$ cat config.mk
export PLATFORM = sky130hd
export DESIGN_NAME = usb_reg_master
export DESIGN_NICKNAME = d
export VERILOG_FILES = /design/src/rtl/usb_reg_master_pkg.sv /design/src/rtl/usb_reg_master_timer.sv /design/src/rtl/usb_reg_master.sv
export SDC_FILE = /design/constraint.sdc
export NUM_CORES = 1
export LEC_CHECK = 0
export CORE_MARGIN = 8
export CORE_UTILIZATION = 40
export CTS_BUF_LIST = sky130_fd_sc_hd__clkbuf_8
export DETAILED_ROUTE_END_ITERATION = 16
export PLACE_DENSITY = 0.7
export SETUP_SLACK_MARGIN = 0.15
export SLEW_MARGIN = 5
export SYNTH_ARGS = -nofsm -noshare
export SYNTH_HDL_FRONTEND = slang
export SYNTH_HIERARCHICAL = 1
export SYNTH_SLANG_ARGS = --single-unit
export TNS_END_PERCENT = 10
$ cat constraint.sdc
create_clock -name clk_usb -period 3.6 [get_ports clk_usb]
set_clock_uncertainty 0.15 [all_clocks]
set_input_delay 0.72 -clock clk_usb [delete_from_list [all_inputs] [get_ports clk_usb]]
set_output_delay 0.72 -clock clk_usb [all_outputs]
set_load 0.01 [all_outputs]
$ cat src/rtl/usb_reg_master_pkg.sv
// rtl/usb_reg_master_pkg.sv - state encoding, timing minimums and timeout limit for usb_reg_master
package usb_reg_master_pkg;

  typedef enum logic [2:0] {
    ST_IDLE,
    ST_ADDR,
    ST_SETUP,
    ST_STROBE,
    ST_HOLD,
    ST_DONE
  } state_t;

  // Shortest phases the slave's 2-flop synchronisers and bytecnt logic can follow
  localparam int MIN_ADDR_CYC   = 2;
  localparam int MIN_STROBE_CYC = 4;
  localparam int MIN_HOLD_CYC   = 3;

  // Width of the shared phase timer; bounds the largest phase length
  localparam int TIMER_W = 8;

  // Write-SETUP cycles without data before the burst is abandoned
  localparam logic [15:0] TIMEOUT_LIMIT = 16'hFFFF;

endpackage

$ cat src/rtl/usb_reg_master_timer.sv
// rtl/usb_reg_master_timer.sv - loadable down-counter timing the ADDR/STROBE/HOLD phases
import usb_reg_master_pkg::*;

module usb_reg_master_timer #(
  parameter int W = TIMER_W
) (
  input  logic         clk_usb,
  input  logic         reset,
  input  logic         load,
  input  logic [W-1:0] load_val,
  output logic         zero
);

  logic [W-1:0] count;

  // Load wins; otherwise count down and park at zero
  always_ff @(posedge clk_usb) begin
    if (reset)              count <= '0;
    else if (load)          count <= load_val;
    else if (count != '0)   count <= count - 1'b1;
  end

  assign zero = (count == '0);

endmodule

$ cat src/rtl/usb_reg_master.sv
// rtl/usb_reg_master.sv - command-driven initiator for the USB parallel register bus (option: USB_REG_MASTER_TIMEOUT_EN)
module usb_reg_master
  import usb_reg_master_pkg::*;
#(
  parameter int pBYTECNT_SIZE = 7,
  parameter int pADDR_CYC     = 2,
  parameter int pSTROBE_CYC   = 4,
  parameter int pHOLD_CYC     = 3
) (
  input  logic                     clk_usb,
  input  logic                     reset,
  input  logic                     cmd_valid,
  output logic                     cmd_ready,
  input  logic                     cmd_write,
  input  logic [7:0]               cmd_addr,
  input  logic [pBYTECNT_SIZE-1:0] cmd_len,
  input  logic [7:0]               wr_data,
  input  logic                     wr_valid,
  output logic                     wr_ready,
  output logic [7:0]               rd_data,
  output logic                     rd_valid,
  output logic                     busy,
  output logic                     done,
  output logic                     err,
  output logic [7:0]               cwusb_addr,
  output logic [7:0]               cwusb_din,
  output logic                     cwusb_din_oe,
  input  logic [7:0]               cwusb_dout,
  output logic                     cwusb_rdn,
  output logic                     cwusb_wrn,
  output logic                     cwusb_cen,
  output logic                     cwusb_alen
);

  if (pADDR_CYC < MIN_ADDR_CYC || pSTROBE_CYC < MIN_STROBE_CYC || pHOLD_CYC < MIN_HOLD_CYC ||
      pADDR_CYC > 2**TIMER_W || pSTROBE_CYC > 2**TIMER_W || pHOLD_CYC > 2**TIMER_W) begin : g_bad_timing
    $fatal(1, "usb_reg_master: phase length parameter out of range");
  end

  localparam logic [TIMER_W-1:0] ADDR_LD   = TIMER_W'(pADDR_CYC - 1);
  localparam logic [TIMER_W-1:0] STROBE_LD = TIMER_W'(pSTROBE_CYC - 1);
  localparam logic [TIMER_W-1:0] HOLD_LD   = TIMER_W'(pHOLD_CYC - 1);

  state_t                   state, state_next;
  logic                     is_write;
  logic [pBYTECNT_SIZE-1:0] byte_cnt;
  logic                     tmr_load, tmr_zero;
  logic [TIMER_W-1:0]       tmr_val;
  logic                     accept, consume, last_sample, timed_out;
  logic                     wr_burst, on_bus;

  usb_reg_master_timer #(.W(TIMER_W)) u_timer (
    .clk_usb  (clk_usb),
    .reset    (reset),
    .load     (tmr_load),
    .load_val (tmr_val),
    .zero     (tmr_zero)
  );

`ifdef USB_REG_MASTER_TIMEOUT_EN
  logic [15:0] to_cnt;

  // Count write-SETUP cycles spent waiting for data; restart whenever the wait ends
  always_ff @(posedge clk_usb) begin
    if (reset || state != ST_SETUP || !is_write || wr_valid) to_cnt <= '0;
    else                                                      to_cnt <= to_cnt + 16'd1;
  end

  assign timed_out = (state == ST_SETUP) && is_write && !wr_valid &&
                     (to_cnt == TIMEOUT_LIMIT - 16'd1);
`else
  assign timed_out = 1'b0;
`endif

  // Next-state decode and phase-timer loads
  always_comb begin
    state_next = state;
    tmr_load   = 1'b0;
    tmr_val    = '0;
    accept     = 1'b0;
    consume    = 1'b0;
    case (state)
      ST_IDLE: if (cmd_valid) begin
        accept     = 1'b1;
        state_next = ST_ADDR;
        tmr_load   = 1'b1;
        tmr_val    = ADDR_LD;
      end
      ST_ADDR: if (tmr_zero) state_next = ST_SETUP;
      ST_SETUP: begin
        if (!is_write || wr_valid) begin
          consume    = is_write;
          state_next = ST_STROBE;
          tmr_load   = 1'b1;
          tmr_val    = STROBE_LD;
        end else if (timed_out) begin
          state_next = ST_DONE;
        end
      end
      ST_STROBE: if (tmr_zero) begin
        state_next = ST_HOLD;
        tmr_load   = 1'b1;
        tmr_val    = HOLD_LD;
      end
      ST_HOLD: if (tmr_zero) state_next = (byte_cnt == '0) ? ST_DONE : ST_SETUP;
      ST_DONE: state_next = ST_IDLE;
      default: state_next = ST_IDLE;
    endcase
  end

  assign last_sample = (state == ST_STROBE) && tmr_zero && !is_write;
  assign wr_burst    = accept ? cmd_write : is_write;
  assign on_bus      = (state_next == ST_SETUP) || (state_next == ST_STROBE) || (state_next == ST_HOLD);

  // State register, burst direction and remaining-byte counter
  always_ff @(posedge clk_usb) begin
    if (reset) begin
      state    <= ST_IDLE;
      is_write <= 1'b0;
      byte_cnt <= '0;
    end else begin
      state <= state_next;
      if (accept) begin
        is_write <= cmd_write;
        byte_cnt <= cmd_len;
      end else if (state == ST_HOLD && tmr_zero && byte_cnt != '0) begin
        byte_cnt <= byte_cnt - 1'b1;
      end
    end
  end

  // Registered outputs decoded from the next state so they line up with the state register
  always_ff @(posedge clk_usb) begin
    if (reset) begin
      cmd_ready    <= 1'b1;
      busy         <= 1'b0;
      done         <= 1'b0;
      wr_ready     <= 1'b0;
      rd_valid     <= 1'b0;
      rd_data      <= '0;
      err          <= 1'b0;
      cwusb_addr   <= '0;
      cwusb_din    <= '0;
      cwusb_din_oe <= 1'b0;
      cwusb_rdn    <= 1'b1;
      cwusb_wrn    <= 1'b1;
      cwusb_cen    <= 1'b1;
      cwusb_alen   <= 1'b0;
    end else begin
      cmd_ready    <= (state_next == ST_IDLE);
      busy         <= (state_next != ST_IDLE);
      done         <= (state_next == ST_DONE);
      cwusb_cen    <= !on_bus;
      cwusb_alen   <= on_bus;
      cwusb_din_oe <= wr_burst && (on_bus || state_next == ST_ADDR);
      cwusb_rdn    <= !(state_next == ST_STROBE && !wr_burst);
      cwusb_wrn    <= !(state_next == ST_STROBE && wr_burst);
      wr_ready     <= consume;
      rd_valid     <= last_sample;
      if (consume)     cwusb_din  <= wr_data;
      if (last_sample) rd_data    <= cwusb_dout;
      if (accept)      cwusb_addr <= cmd_addr;
      if (accept)         err <= 1'b0;
      else if (timed_out) err <= 1'b1;
    end
  end

endmodule
# Yosys cells after proc, flatten, opt, wreduce, memory -nomap -nowiden
# Index checks and enable logic that the tools add are counted.
# classes
addsub	2
n_eq_ne	9
n_mux	23
reduce_logical	25
# op_table
cell	count
3-bit 2-to-1 mux	6
8-bit 2-to-1 mux	2
3-bit one-hot mux with 5 select lines	1
7-bit 2-to-1 mux	2
3-bit by 2-bit == test with 1-bit output, second input constant	4
3-bit == test, second input constant	3
8-bit logical NOT	1
1-bit 2-to-1 mux	8
8-bit nonzero test	1
8-bit by 1-bit subtractor with 8-bit output, second input constant	1
1-bit logical AND	7
7-bit logical NOT	1
7-bit nonzero test	1
7-bit by 1-bit subtractor with 7-bit output, second input constant	1
3-bit by 1-bit == test with 1-bit output, second input constant	2
3-bit logical NOT	2
2-bit one-hot mux with 3 select lines	1
1-bit logical NOT	5
1-bit logical OR	4
2-bit 2-to-1 mux	2
2-bit nonzero test	2
1-bit one-hot mux with 3 select lines	1
3-bit nonzero test	1
# totals
regBits	53
input_bits	36
output_inout_bits	35
elab_cells	76

# Longest topological paths before layout
# Gate-level depths: netlist (run 1).
# depth
ltp_word	9
mapped_depth	10
depth_no_buf	8

# Modules after synthesis
# Netlist (run 1), hierarchy kept.
# modules_own_cells
module	n_inst	cells_each	area_each_um2	seq_area_each_um2
usb_reg_master	1	208	1884.3	900.9
usb_reg_master_timer	1	53	475.5	160.2

# Least setup slack after synthesis (run 1)
# Ideal clock, no wire load.
# synth_timing
kind	register -> register
from	reg u_timer.count[3]
to	reg cwusb_rdn
setup_time_ns	0.134
arrival_time_ns	2.091
required_ns	3.316
slack_ns	1.225
path_stages_with_launch	9
path_buffers	2
period_less_slack_ns	2.375
path_cell_list	dfxtp_1 -> nor4_4 -> and4bb_1 -> buf_6 -> and4bb_1 -> buf_2 -> o21a_1 -> nor3_1 -> or4b_1
# synth_via
elab_chain_cells	6
word_cells_on_any_way	8
classes_between	eq/ne (1); mux (4); reduce/logical (3)
# synth_rtl
element	line	text
from (decl)	usb_reg_master_timer.sv:14	logic [W-1:0] count;
from (signal assigned)	usb_reg_master_timer.sv:19	else if (load) count <= load_val;
from (signal assigned)	usb_reg_master_timer.sv:20	else if (count != '0) count <= count - 1'b1;
8-bit logical NOT (*)	usb_reg_master_timer.sv:23	assign zero = (count == '0);
net tmr_zero	usb_reg_master.sv:47	logic tmr_load, tmr_zero;
3-bit 2-to-1 mux, on equally long branches	usb_reg_master.sv:105, usb_reg_master.sv:89, usb_reg_master.sv:100	
3-bit one-hot mux with 5 select lines (*)	usb_reg_master.sv:82	case (state)
3-bit by 2-bit == test with 1-bit output (*)	usb_reg_master.sv:156	cwusb_rdn <= !(state_next == ST_STROBE && !wr_burst);
1-bit logical AND (*)	usb_reg_master.sv:156	
1-bit logical NOT (*)	usb_reg_master.sv:156	
to (signal assigned)	usb_reg_master.sv:156	
to (decl)	usb_reg_master.sv:29	output logic cwusb_rdn,
# Mark *: on every way through the listed nets, which the timed path passes. The rest lies on a longest branch.
# A chain may end at the register's enable or synchronous reset.

# Worst setup path after layout (run 1)
# Same ends and word-level chain as after synthesis.

==> results of run 1 <==
power groups by stage:
stage	Sequential [mW]	Clock [mW]	Combinational, mW
after global routing	0.826	0.459	0.820
after CTS	0.810	0.434	0.742
after detailed placement	0.822	0	0.737
final	0.810	0.421	0.736
after floorplan	0.799	0	0.547
after global placement	0.820	0	0.723
critical path: stages, from the launching register on:
cell	delay, ps
dfxtp_1	370
nor4_4	360
and4bb_1	560
and4bb_1	450
o21a_1	260
nor3_1	110
or4b_1	460
logic make-up (layout without fill, tap and decap cells):
group           after synthesis  count (layout)  synth area share
fa+ha+maj                     3               3            0.0159
flops                        53              53             0.450
buf+inv                      27              85            0.0509
simple gates                 98              98             0.224
compound gates               60              60             0.182
other cells                   1               7           0.00159
xor+xnor                      9               9            0.0334
mux                          10              10            0.0424
worst min path at each step:
stage          slack [ps]                        from                         end  cells past startpoint
6_report              310  cwusb_addr[6]$_SDFFE_PP0P_  cwusb_addr[6]$_SDFFE_PP0P_                      2
5_1_grt               330  cwusb_addr[2]$_SDFFE_PP0P_  cwusb_addr[2]$_SDFFE_PP0P_                      2
4_1_cts               310  cwusb_addr[5]$_SDFFE_PP0P_  cwusb_addr[5]$_SDFFE_PP0P_                      2
3_5_place_dp          300  cwusb_addr[5]$_SDFFE_PP0P_  cwusb_addr[5]$_SDFFE_PP0P_                      2
3_3_place_gp          290  cwusb_addr[7]$_SDFFE_PP0P_  cwusb_addr[7]$_SDFFE_PP0P_                      2
2_1_floorplan         320    byte_cnt[6]$_SDFFE_PP0P_    byte_cnt[6]$_SDFFE_PP0P_                      2
layout by cell type (no fill, tap or decap), types with 3 or more instances in the layout:
master	count
nor2_1	27
ha_1	3
o32ai_1	4
dfxtp_1	53
clkbuf_8	6
nor2b_1	3
xor2_1	5
conb_1	7
nand3b_1	4
nor3_1	11
a21oi_1	19
inv_1	7
o211ai_1	5
xnor2_1	4
o21ai_0	8
a211oi_1	7
clkdlybuf4s50_1	68
mux2i_1	10
nand2_1	33
cell type report:
type,count,area [µm²]
fillers,558,2620
multi-input cells,187,1200
flip-flops and latches,53,1060
repair buffers,70,693
well taps,75,93.8
clock buffers,6,82.6
clock inverters,2,37.5
inverters,7,26.3
routing by layer:
metal  up-vias  wire [µm]
li1       1035          -
met1       917       2490
met2        57       2560
met3         8        509
met4         0        117
met5         -          0
per-stage QoR:
stage | utilization | area, µm²
CTS | 0.549 | 3200
floorplan | - | 2380
global route | 0.549 | 3200
detailed placement | 0.529 | 3080
global placement | 0.529 | 3080
finish | 0.549 | 3200
registers in the layout, summed over array words and instances (netlist names), 3 cells and up:
| name | count |
|---|---|
| cwusb_addr | 8 |
| cwusb_din | 8 |
| rd_data | 8 |
| u_timer/count | 8 |
| byte_cnt | 7 |
| state | 3 |
==> summary.txt, run 1 <==
Floorplanning
  • Placement Rows: 28
  • Ports: 71
  • Core outline area: 5820 µm²
  • Die height: 92.8 µm
  • Die width: 92.8 µm
  • Die area: 8610 µm²
  • Initial Utilization: 0.406

Final layout
  • Share of layout cells above drive strength 1: 0.0554
  • Final nets: 363
  • Antenna Cells: 0
  • Finished Layout Cells: 400
  • Synthesis-to-finish area growth: 35.4%

Detailed routing
  • Vias per inst: 5.04
  • Starting DRT DRC Count: 88
  • Post-route ant nets: 0
  • Wire length per cell: 14.2 µm
  • Drc violations: 0
  • DR vias: 2,017
  • Initial DRT Pass Iterations: 5
  • Wirelength, routed: 5680 µm

GRT
  • Most Crowded Layer GR: met2
  • First-pass GRT wire length: 9360 µm
  • GR Layer Usage met1: 0.161
  • GRT met2 Usage: 0.210
  • GR Overflow Total: 0
  • GRT met3 Usage: 0.0510
  • Largest net degree at the start of global routing: 56
  • Vias in the first global route: 1,960
  • GRT Overall Usage: 0.135
  • Antenna violations before repair: 0

Clocking
  • Hold Buf Count CTS: 0
  • Cts bufs inserted: 5
  • CTS resizes: 0
  • TritonCTS clock tree: done
  • Setup repair bufs after CTS: 0
  • Worst-path clk slew: 90 ps
  • Root buf cell: clkbuf_8
  • Worst-Skew Late Latency: 300 ps
  • H-tree levels: 2
  • Clock sinks: 53
  • Clock buffer depth: 2

Power
  • Combinational Power Share: 0.374
  • Leak Pwr: 1.19 nW
  • Int Pwr: 1.28 mW
  • Switching part of the total power: 0.351
  • Clk pwr share: 0.214
  • Net switching power: 0.690 mW
  • Peak supply drop: 216 µV
  • Power per cell area: 616 nW/µm²
  • Total design power: 1.97 mW
  • Flop pwr share: 0.412

Synth
  • Synthesized area: 2360 µm²
  • Top cells by area, synth: dfxtp_1 (45%), nand2_1 (5.2%), nor2_1 (4.3%)
  • Asr flop ratio synth: 0
  • Top_reg_cell synth: dfxtp_1
  • Synth area leader: dfxtp_1
  • Top-count cell post-synth: dfxtp_1
  • Seq cells post-synth: 53
  • Yosys Warn Count: 6
  • Avg Inst Size Synth: 9.04 µm²
  • Post-synth top cells: dfxtp_1 (53), nand2_1 (33), nor2_1 (27), a21oi_1 (19), clkbuf_1 (12)
  • EDFF count, synth: 0
  • Post-Synthesis Cells: 261
  • Sequential-to-total area share from yosys stat: 0.450
  • Post-synth top area share: 0.450
  • Library cells used by synthesis: 52

Critical path
  • Crit start category: flop
  • Req. time, crit path: 3630 ps
  • CP max FO: 14
  • R2R cell count: 6
  • CP startpoint: u_timer/count[3]$_SDFFE_PP0P_
  • Crit path kind: reg2reg
  • Worst reg2reg setup slack: 760 ps
  • Crit path capture: cwusb_rdn$_SDFF_PP1_
  • Setup crit end kind: flop
  • R2r startpoint: u_timer/count[3]$_SDFFE_PP0P_
  • Reg2reg end: cwusb_rdn$_SDFF_PP1_
  • Worst path arrival time: 2880 ps

Timing
  • Max-slew headroom: 0.321
  • Tcrit/Tclk final: 0.789
  • Setup-failing EPs final: 0
  • Final WS setup: 758 ps
  • Worst Hold Slack: 310 ps
  • Setup TNS: 0 ps
  • Highest Clock Rate: 0.352 GHz
  • Final Hold Viols: 0
  • Crit path time final: 2840 ps
  • Worst-margin pin slew: 1020 ps
  • Final slew viol count: 0
  • RSZ-0062 raised after global routing: no

Flow run
  • Number of max-cap violations: 0

Status
  • Status: completed

Place
  • Gpl congestion: 0.822
  • Port Buffers: 69
  • Hpwl dp: 4050 µm
  • Dpl ws: 694 ps
  • Placed cell count: 392

Worst hold path
  • HP Class: reg2reg
No activity file was read; power rests on OpenSTA's default activity.
==> inputs of run 2 (changes only) <==
- PLACE_DENSITY: 0.7 -> 0.72
- clock period: 3.6 -> 2.3 ns (I/O delays scaled with it)
==> summary.txt, run 2 (synthesized netlist as in run 1, its figures left out) <==
Status
  • Status: completed

Floorplanning
  • Die area: 8610 µm²
  • Initial Utilization: 0.406
  • Core outline area: 5820 µm²
  • Die width: 92.8 µm
  • Die height: 92.8 µm
  • Placement Rows: 28
  • Ports: 71

Clocking
  • Root buf cell: clkbuf_8
  • Clock sinks: 53
  • Worst-Skew Late Latency: 310 ps
  • H-tree levels: 2
  • TritonCTS clock tree: done
  • Clock buffer depth: 2
  • Cts bufs inserted: 5
  • Worst-path clk slew: 90 ps

Power
  • Switching part of the total power: 0.343
  • Clk pwr share: 0.188
  • Combinational Power Share: 0.433
  • Int Pwr: 2.17 mW
  • Power per cell area: 970 nW/µm²
  • Net switching power: 1.13 mW
  • Peak supply drop: 575 µV
  • Leak Pwr: 1.31 nW
  • Flop pwr share: 0.379

Final layout
  • Area occupied by multi-input gates: 1230 µm²
  • Register cell area after layout: 1070 µm²
  • Final Instance Area: 3410 µm²
  • Synthesis-to-finish area growth: 44.4%
  • Antenna Cells: 0
  • Final nets: 387
  • Most frequent cells in the layout: clkdlybuf4s50_1 (68), dfxtp_1 (50), nand2_1 (33)
  • Commonest non-fill, non-tap cell in the layout: clkdlybuf4s50_1
  • Fin util: 0.586
  • Fill count: 555
  • Share of layout cells above drive strength 1: 0.143

Place
  • Gpl congestion: 0.791
  • Placed Area: 3260 µm²
  • Port Buffers: 69
  • Hpwl dp: 4310 µm

Detailed routing
  • Drc violations: 0
  • DR vias: 2,081
  • Vias per inst: 4.91
  • Starting DRT DRC Count: 114
  • Post-route ant nets: 0
  • Wire length per cell: 13.6 µm
  • Wirelength, routed: 5750 µm
  • Initial DRT Pass Iterations: 4

GRT
  • Antenna violations before repair: 0
  • Largest net degree at the start of global routing: 35
  • Vias in the first global route: 1,982
  • First-pass GRT wire length: 9400 µm
  • GR Overflow Total: 0
  • GRT Overall Usage: 0.134

Timing
  • Setup-failing EPs final: 0
  • Highest Clock Rate: 0.467 GHz
  • Crit path time final: 2140 ps
  • Final Hold Viols: 0
  • Final slew viol count: 0
  • Worst-margin pin slew: 629 ps
  • Max-slew headroom: 0.581
  • RSZ-0062 raised after global routing: yes
  • Setup TNS: 0 ps
  • Tcrit/Tclk final: 0.932

Critical path
  • Setup crit end kind: flop
  • R2r startpoint: u_timer/count[3]$_SDFFE_PP0P_
  • Req. time, crit path: 2340 ps
  • Crit start category: flop
  • Crit path kind: reg2reg
  • Worst path arrival time: 2180 ps
  • CP max FO: 4
  • Reg2reg end: cwusb_rdn$_SDFF_PP1_
  • Crit path capture: cwusb_rdn$_SDFF_PP1_
  • R2R cell count: 6
  • CP startpoint: u_timer/count[3]$_SDFFE_PP0P_
  • Worst reg2reg setup slack: 160 ps

Flow run
  • Number of max-cap violations: 0

Worst hold path
  • HP Class: reg2reg
-- run 2: changes by cell type in the layout (fill, tap and decap cells not counted), sizes merged --
cell,before,now
inv,7,8
clkinv,0,1
buf,2,26
clkinvlp,1,0
clkbuf,6,5
-- run 2: cell type report --
type / count / share of cell area
clock buffer: 5 / 0.0202
clock inverter: 3 / 0.0125
multi-input combinational: 187 / 0.361
tap: 75 / 0.0275
timing repair buffer: 94 / 0.257
inverter: 7 / 0.00771
sequential: 53 / 0.314
-- run 2: worst min path at each step --
| stage | from | to | slack (ps) | depth (start not counted) |
|---|---|---|---|---|
| 2_1_floorplan | byte_cnt[6]$_SDFFE_PP0P_ | byte_cnt[6]$_SDFFE_PP0P_ | 320 | 2 |
| 3_3_place_gp | cwusb_addr[1]$_SDFFE_PP0P_ | cwusb_addr[1]$_SDFFE_PP0P_ | 290 | 2 |
| 3_5_place_dp | cwusb_addr[3]$_SDFFE_PP0P_ | cwusb_addr[3]$_SDFFE_PP0P_ | 300 | 2 |
| 4_1_cts | cwusb_addr[3]$_SDFFE_PP0P_ | cwusb_addr[3]$_SDFFE_PP0P_ | 310 | 2 |
| 5_1_grt | cwusb_addr[5]$_SDFFE_PP0P_ | cwusb_addr[5]$_SDFFE_PP0P_ | 330 | 2 |
| 6_report | cwusb_addr[5]$_SDFFE_PP0P_ | cwusb_addr[5]$_SDFFE_PP0P_ | 310 | 2 |
-- run 2: worst max-delay path, cell delays in order (launching register included) --
cell and delay [ps]:
dfxtp_4 370, nor4_4 270, and4bb_1 270, and4bb_2 320
o21a_4 160, nor3_2 40, or4b_1 450
-- run 2: routing by layer --
layer  vias to the layer above  part of all wire  track usage
met5                         -                 0            0
met4                         0             0.013       0.0483
met3                         4             0.067       0.0502
met2                        44              0.46        0.200
met1                       949              0.46        0.173
li1                       1084                 -            -
-- run 2: metrics by stage --
stage	worst slack (ps)	cells	hold slack, ps	power, mW
floorplan	39.0	267	316	2.13
CTS	144	421	313	3.29
global route	78.0	424	331	3.53
finish	158	424	309	3.30
global placement	62.2	413	292	2.62
detailed placement	42.2	413	299	2.65
-- run 2: power groups by stage --
stage          clock, mW  sequential (mW)  combinational (mW)
3_3_place_gp           0             1.26                1.36
2_1_floorplan          0             1.25               0.877
3_5_place_dp           0             1.26                1.39
5_1_grt            0.687             1.28                1.57
4_1_cts            0.640             1.25                1.40
6_report           0.622             1.25                1.43
-- run 2: timing repair --
| action | CTS | global route |
|---|---|---|
| endpoints found under the setup margin | 2 | 26 |
| gates resized for setup | 2 | 5 |
| hold buffers | 0 | 0 |
| pin swaps | 0 | 2 |
| endpoints found under the hold margin | 0 | 0 |
| setup buffers | 0 | 3 |
==> inputs of run 3 (changes only) <==
- SLEW_MARGIN: 5 -> 20
==> results of run 3 <==
Same layout as run 2: the final DEF is identical, and so are final timing and power.
